<file path="config.mk">
export PLATFORM = sky130hd
export DESIGN_NAME = ecap5_dwbgpio
export DESIGN_NICKNAME = d
export VERILOG_FILES = /design/src/rtl/ecap5_dwbgpio.sv
export SDC_FILE = /design/constraint.sdc
export NUM_CORES = 1
export LEC_CHECK = 0
export CAP_MARGIN = 30
export CELL_PAD_IN_SITES_DETAIL_PLACEMENT = 0
export CELL_PAD_IN_SITES_GLOBAL_PLACEMENT = 1
export CORE_MARGIN = 2
export CORE_UTILIZATION = 23
export CTS_BUF_LIST = sky130_fd_sc_hd__clkbuf_4 sky130_fd_sc_hd__clkbuf_8
export CTS_CLUSTER_SIZE = 28
export DETAILED_ROUTE_END_ITERATION = 16
export PLACE_DENSITY = 0.91
export SYNTH_ARGS = -nofsm -noshare
export SYNTH_HDL_FRONTEND = slang
export SYNTH_SLANG_ARGS = --single-unit
</file>
<file path="constraint.sdc">
create_clock -name clk_i -period 1.55 [get_ports clk_i]
set_input_delay 0.2325 -clock clk_i [delete_from_list [all_inputs] [get_ports clk_i]]
set_output_delay 0.2325 -clock clk_i [all_outputs]
set_load 0.05 [all_outputs]
</file>
<file path="src/rtl/ecap5_dwbgpio.sv">
// Wishbone pipelined GPIO slave: output register with set/clear aliases,
// synchronized + debounced inputs, sticky rising-edge event flags and an
// interrupt line. Single-cycle response, never stalls.
module ecap5_dwbgpio #(
    parameter int NB_OUTPUTS      = 2,
    parameter int NB_INPUTS       = 2,
    parameter int DEBOUNCE_CYCLES = 16
) (
    input  logic                  clk_i,
    input  logic                  rst_i,
    input  logic [31:0]           wb_adr_i,
    input  logic [31:0]           wb_dat_i,
    output logic [31:0]           wb_dat_o,
    input  logic [3:0]            wb_sel_i,
    input  logic                  wb_we_i,
    input  logic                  wb_stb_i,
    input  logic                  wb_cyc_i,
    output logic                  wb_ack_o,
    output logic                  wb_stall_o,
    output logic [NB_OUTPUTS-1:0] gpio_o,
    input  logic [NB_INPUTS-1:0]  gpio_i,
    output logic                  irq_o
);

    localparam int CW = $clog2(DEBOUNCE_CYCLES + 1);
    localparam logic [CW-1:0] CNT_LAST = CW'(DEBOUNCE_CYCLES - 1);

    localparam logic [2:0] REG_OUT     = 3'd0;
    localparam logic [2:0] REG_OUT_SET = 3'd1;
    localparam logic [2:0] REG_OUT_CLR = 3'd2;
    localparam logic [2:0] REG_IN      = 3'd3;
    localparam logic [2:0] REG_EVT     = 3'd4;
    localparam logic [2:0] REG_IRQ_EN  = 3'd5;

    logic                  req;
    logic                  wr;
    logic [2:0]            reg_sel;
    logic [31:0]           byte_mask;
    logic [NB_OUTPUTS-1:0] out_mask;
    logic [NB_INPUTS-1:0]  in_mask;
    logic [31:0]           rdata;

    logic                  ack_q;
    logic [31:0]           dat_q;
    logic [NB_OUTPUTS-1:0] out_q,    out_d;
    logic [NB_INPUTS-1:0]  irq_en_q, irq_en_d;
    logic [NB_INPUTS-1:0]  evt_q,    evt_d;
    logic                  irq_q;

    logic [NB_INPUTS-1:0]  sync1_q, sync2_q;
    logic [NB_INPUTS-1:0]  deb_q,   deb_d;
    logic [NB_INPUTS-1:0]  deb_prev_q;
    logic [CW-1:0]         cnt_q [NB_INPUTS];
    logic [CW-1:0]         cnt_d [NB_INPUTS];

    logic                  unused_ok;

    assign req     = wb_cyc_i & wb_stb_i;
    assign wr      = req & wb_we_i;
    assign reg_sel = wb_adr_i[4:2];

    // Expand byte enables to a per-bit write mask.
    always_comb begin
        for (int b = 0; b < 4; b++) begin
            byte_mask[b*8 +: 8] = {8{wb_sel_i[b]}};
        end
    end

    assign out_mask = byte_mask[NB_OUTPUTS-1:0];
    assign in_mask  = byte_mask[NB_INPUTS-1:0];

    // Read mux over the pre-edge register state; unmapped bits read as 0.
    always_comb begin
        // NOTE: every always_comb output gets a default first, so no path leaves it unassigned and no latch is inferred.
        rdata = '0;
        case (reg_sel)
            REG_OUT:    rdata[NB_OUTPUTS-1:0] = out_q;
            REG_IN:     rdata[NB_INPUTS-1:0]  = deb_q;
            REG_EVT:    rdata[NB_INPUTS-1:0]  = evt_q;
            REG_IRQ_EN: rdata[NB_INPUTS-1:0]  = irq_en_q;
            default:    rdata = '0;
        endcase
    end

    // Register writes; a new rising debounced edge overrides a same-cycle W1C.
    always_comb begin
        out_d    = out_q;
        irq_en_d = irq_en_q;
        evt_d    = evt_q;
        if (wr) begin
            case (reg_sel)
                REG_OUT:     out_d    = (out_q & ~out_mask) | (wb_dat_i[NB_OUTPUTS-1:0] & out_mask);
                REG_OUT_SET: out_d    = out_q | (wb_dat_i[NB_OUTPUTS-1:0] & out_mask);
                REG_OUT_CLR: out_d    = out_q & ~(wb_dat_i[NB_OUTPUTS-1:0] & out_mask);
                REG_EVT:     evt_d    = evt_q & ~(wb_dat_i[NB_INPUTS-1:0] & in_mask);
                REG_IRQ_EN:  irq_en_d = (irq_en_q & ~in_mask) | (wb_dat_i[NB_INPUTS-1:0] & in_mask);
                default:     ;
            endcase
        end
        evt_d = evt_d | (deb_q & ~deb_prev_q);
    end

    // Debounce: count cycles of disagreement, flip once it has lasted long enough.
    always_comb begin
        deb_d = deb_q;
        for (int i = 0; i < NB_INPUTS; i++) begin
            cnt_d[i] = '0;
            if (sync2_q[i] != deb_q[i]) begin
                if (cnt_q[i] == CNT_LAST) begin
                    deb_d[i] = ~deb_q[i];
                end else begin
                    cnt_d[i] = cnt_q[i] + 1'b1;
                end
            end
        end
    end

    // Bus response and register state.
    always_ff @(posedge clk_i) begin
        if (rst_i) begin
            // NOTE: sequential state uses non-blocking assignments so every flop samples pre-edge values.
            ack_q    <= 1'b0;
            dat_q    <= '0;
            out_q    <= '0;
            irq_en_q <= '0;
            evt_q    <= '0;
            irq_q    <= 1'b0;
        end else begin
            ack_q    <= req;
            dat_q    <= req ? rdata : '0;
            out_q    <= out_d;
            irq_en_q <= irq_en_d;
            evt_q    <= evt_d;
            irq_q    <= |(evt_q & irq_en_q);
        end
    end

    // Input synchronizer, debounced value and per-bit counters.
    always_ff @(posedge clk_i) begin
        if (rst_i) begin
            sync1_q    <= '0;
            sync2_q    <= '0;
            deb_q      <= '0;
            deb_prev_q <= '0;
            // NOTE: the counter array is a handful of flops, not a RAM, so it is cleared on reset like any other state.
            for (int i = 0; i < NB_INPUTS; i++) begin
                cnt_q[i] <= '0;
            end
        end else begin
            sync1_q    <= gpio_i;
            sync2_q    <= sync1_q;
            deb_q      <= deb_d;
            deb_prev_q <= deb_q;
            for (int i = 0; i < NB_INPUTS; i++) begin
                cnt_q[i] <= cnt_d[i];
            end
        end
    end

    // A pending response is dropped while reset is asserted.
    assign wb_ack_o   = ack_q & ~rst_i;
    assign wb_dat_o   = rst_i ? 32'd0 : dat_q;
    assign wb_stall_o = 1'b0;
    assign gpio_o     = out_q;
    assign irq_o      = irq_q;

    // Address bits outside [4:2] and data bits above NB_* are intentionally ignored.
    assign unused_ok = ^{wb_adr_i[31:5], wb_adr_i[1:0], wb_dat_i, byte_mask};

endmodule

</file>
==> metrics <==
status=complete, no violations; synth warn=0; Clock Latency Late Sink=0.26 ns; Reg area=563.0 um2; dpl hpwl=1.906 mm; largest net degree at the start of global routing=20; cell repeated most along the worst path=buf_12; CTS Buffer Depth=2; Crit path required time=1.32 ns; Hold Vio Cnt, Final=0; input/output buffers=18; # rows=28; total grt overflow=0; core area=5921 um2; Die H=82.30 um; Area growth syn-to-layout=20.94%; startpoint types=input port; GRT Overall Usage=7.775%; htree depth=1; worst-path fanout max=19; Tmin final=1.484 ns; critical path type=input port to output pin; post-route non-filler standard cell count=256; Routed WL per cell=roughly 9.6 um; die width=roughly 80 um; multi-input logic area=between 600 and 700 um2; Critical Path Max Stage Delay=0.45 ns; global-route wire length before repair=4.188 mm; cts bufs inserted=3; DR iter-0 viols=33; Tightest Hold Check Type=flip-flop to flip-flop; CTS tree=yes; die footprint=6773 um2; Tcrit/Tclk final=95.77%; fin util=28.80%; crit path DAT=1.25 ns; layout filler cell count=between 600 and 700; clock slew at reported path FFs=0.08 ns; placed insts=252; initial antenna violation count=0; Final Wtd Congestion=0.7535; register area share after synthesis=39.75%; leak pwr=about 0.7 nW; mean post-synth cell area=9.039 um2; Post-Syn Instances=156; Sink Count=28; pwr dens=around 810 nW/um2; vias in the first global route=953; First-pass DRT Iterations=4; Crit-path slowest cell=clkdlybuf4s50_1; CP Capture Type=output pin; # setup viols final=0; Max Clock Freq=0.6737 GHz; Vias/cell=between 3 and 4; Root Buffer=clkbuf_8; clock skew=0.003058 ns; most frequent cells in the layout=31 x conb_1, 26 x dfxtp_1, 13 x nor2b_1; Routed WL=approximately 2.5 mm; setup TNS=0 ns; final max-slew violation count=0; diodes inserted=0; nets@finish=262; Post-CTS Hold Fix Bufs=0; final antenna-violating net count=0; share of cells above drive strength 1=17.13%; vias=974; cell area after synthesis=1410 um2; most common cell after layout, fill and taps aside=conb_1; total power draw=1.385 mW; io pins=112; EDFF count, synth=0; register bit total from synthesis=28; Worst IR Drop VDD=0.4654 mV; Starting Density=approximately a quarter; post-synth cell types=33; ys flop type=dfxtp_1; post-route DRC violation count=0; ys async rst share=0%; Max Cap Violations=0; Cell Chain, Critical Path=clkdlybuf4s50_1 -> buf_12 -> nor2b_1 -> buf_12
worst paths after layout:
check | start | endpoint | slack [ns] | depth (start not counted)
setup / recovery | rst_i | wb_dat_o[0] | 0.07 | 4
hold / removal | cnt_q[0][5] | cnt_q[0][5] | 0.42 | 1
setup reg to reg | cnt_q[0][0] | cnt_q[0][3] | 0.07 | 5
hold reg to reg | cnt_q[0][5] | cnt_q[0][5] | 0.42 | 1
sequential cells by signal, indices dropped and copies added, names as in the netlist, named ones only:
register	cells
deb_q	2
irq_o	1
ack_q	1
cnt_q	10
sync1_q	2
gpio_o	2
deb_prev_q	2
dat_q	2
evt_q	2
sync2_q	2
report_power, final:
group / switching [mW] / total, mW / leakage, nW / internal, mW
logic: 0.215 / 0.279 / 0.451 / 0.0640
registers: 0.00411 / 0.731 / 0.228 / 0.727
clock network: 0.201 / 0.374 / 0.0216 / 0.174
total: 0.420 / 1.38 / 0.700 / 0.965
cell type report:
type / count / share of cell area [%]
repair buffers: 28 / 17.02
inverters: 7 / 1.541
flip-flops and latches: 28 / 33.02
well taps: 75 / 5.503
clock buffers: 3 / 2.421
multi-input cells: 115 / 40.50
kinds of logic (layout without fill, tap and decap cells):
logic type	count (synthesis)	after routing	synth area share (%)
AND/OR/NAND/NOR	54	54	21.92
buffers and inverters	43	38	20.50
flip-flops	28	28	39.75
AO/OA/AOI/OAI	15	15	6.743
XOR/XNOR	7	7	4.348
adder cells (fa/ha/maj)	4	4	3.549
multiplexers	4	4	2.928
other	1	31	0.2659
cells in the mapped netlist (all sizes together) (2+ instances only):
master / n / area share (%)
a21oi: 5 / 1.8
mux2i: 3 / 2.1
xnor2: 4 / 2.5
and3: 2 / 0.89
buf: 35 / 18
o31ai: 2 / 1.1
inv: 7 / 1.9
nor2: 15 / 4.0
o211ai: 2 / 1.1
and3b: 2 / 1.2
o21ai: 2 / 0.71
nand2: 2 / 0.53
ha: 4 / 3.5
nor2b: 13 / 5.8
nand3: 10 / 3.5
dfxtp: 28 / 40
xor2: 3 / 1.9
or3: 3 / 2.0
nand4b: 3 / 1.9
per-layer routing:
layer,GRT usage (%),vias up,routed length [um]
met3,2.391,0,169
li1,-,508,-
met5,0,-,0
met2,13.15,33,1142
met4,1.000,0,0
met1,9.960,433,1142
worst max-delay path: cells and delay by family:
kind	cells	cell delay [ns]
buffers and inverters	3	0.79
AND/OR/NAND/NOR	1	0.21
stage by stage:
| stage | hold slack, ns | area (um2) | setup slack, ns |
|---|---|---|---|
| after CTS | 0.4518 | 1678 | 0.01985 |
| final | 0.4160 | 1705 | 0.06555 |
| after floorplan | 0.3607 | 1523 | 0.02008 |
| after global routing | 0.4378 | 1705 | -0.01454 |
| after global placement | 0.4282 | 1637 | 0.05304 |
| after detailed placement | 0.4277 | 1637 | 0.03970 |
timing repair:
| action | in CTS | in global routing |
|---|---|---|
| setup endpoints to repair | 0 | 10 |
| hold endpoints to repair | 0 | 0 |
| buffers inserted | 0 | 1 |
| gates resized for setup | 0 | 9 |
(Power assumes the default switching activity.)
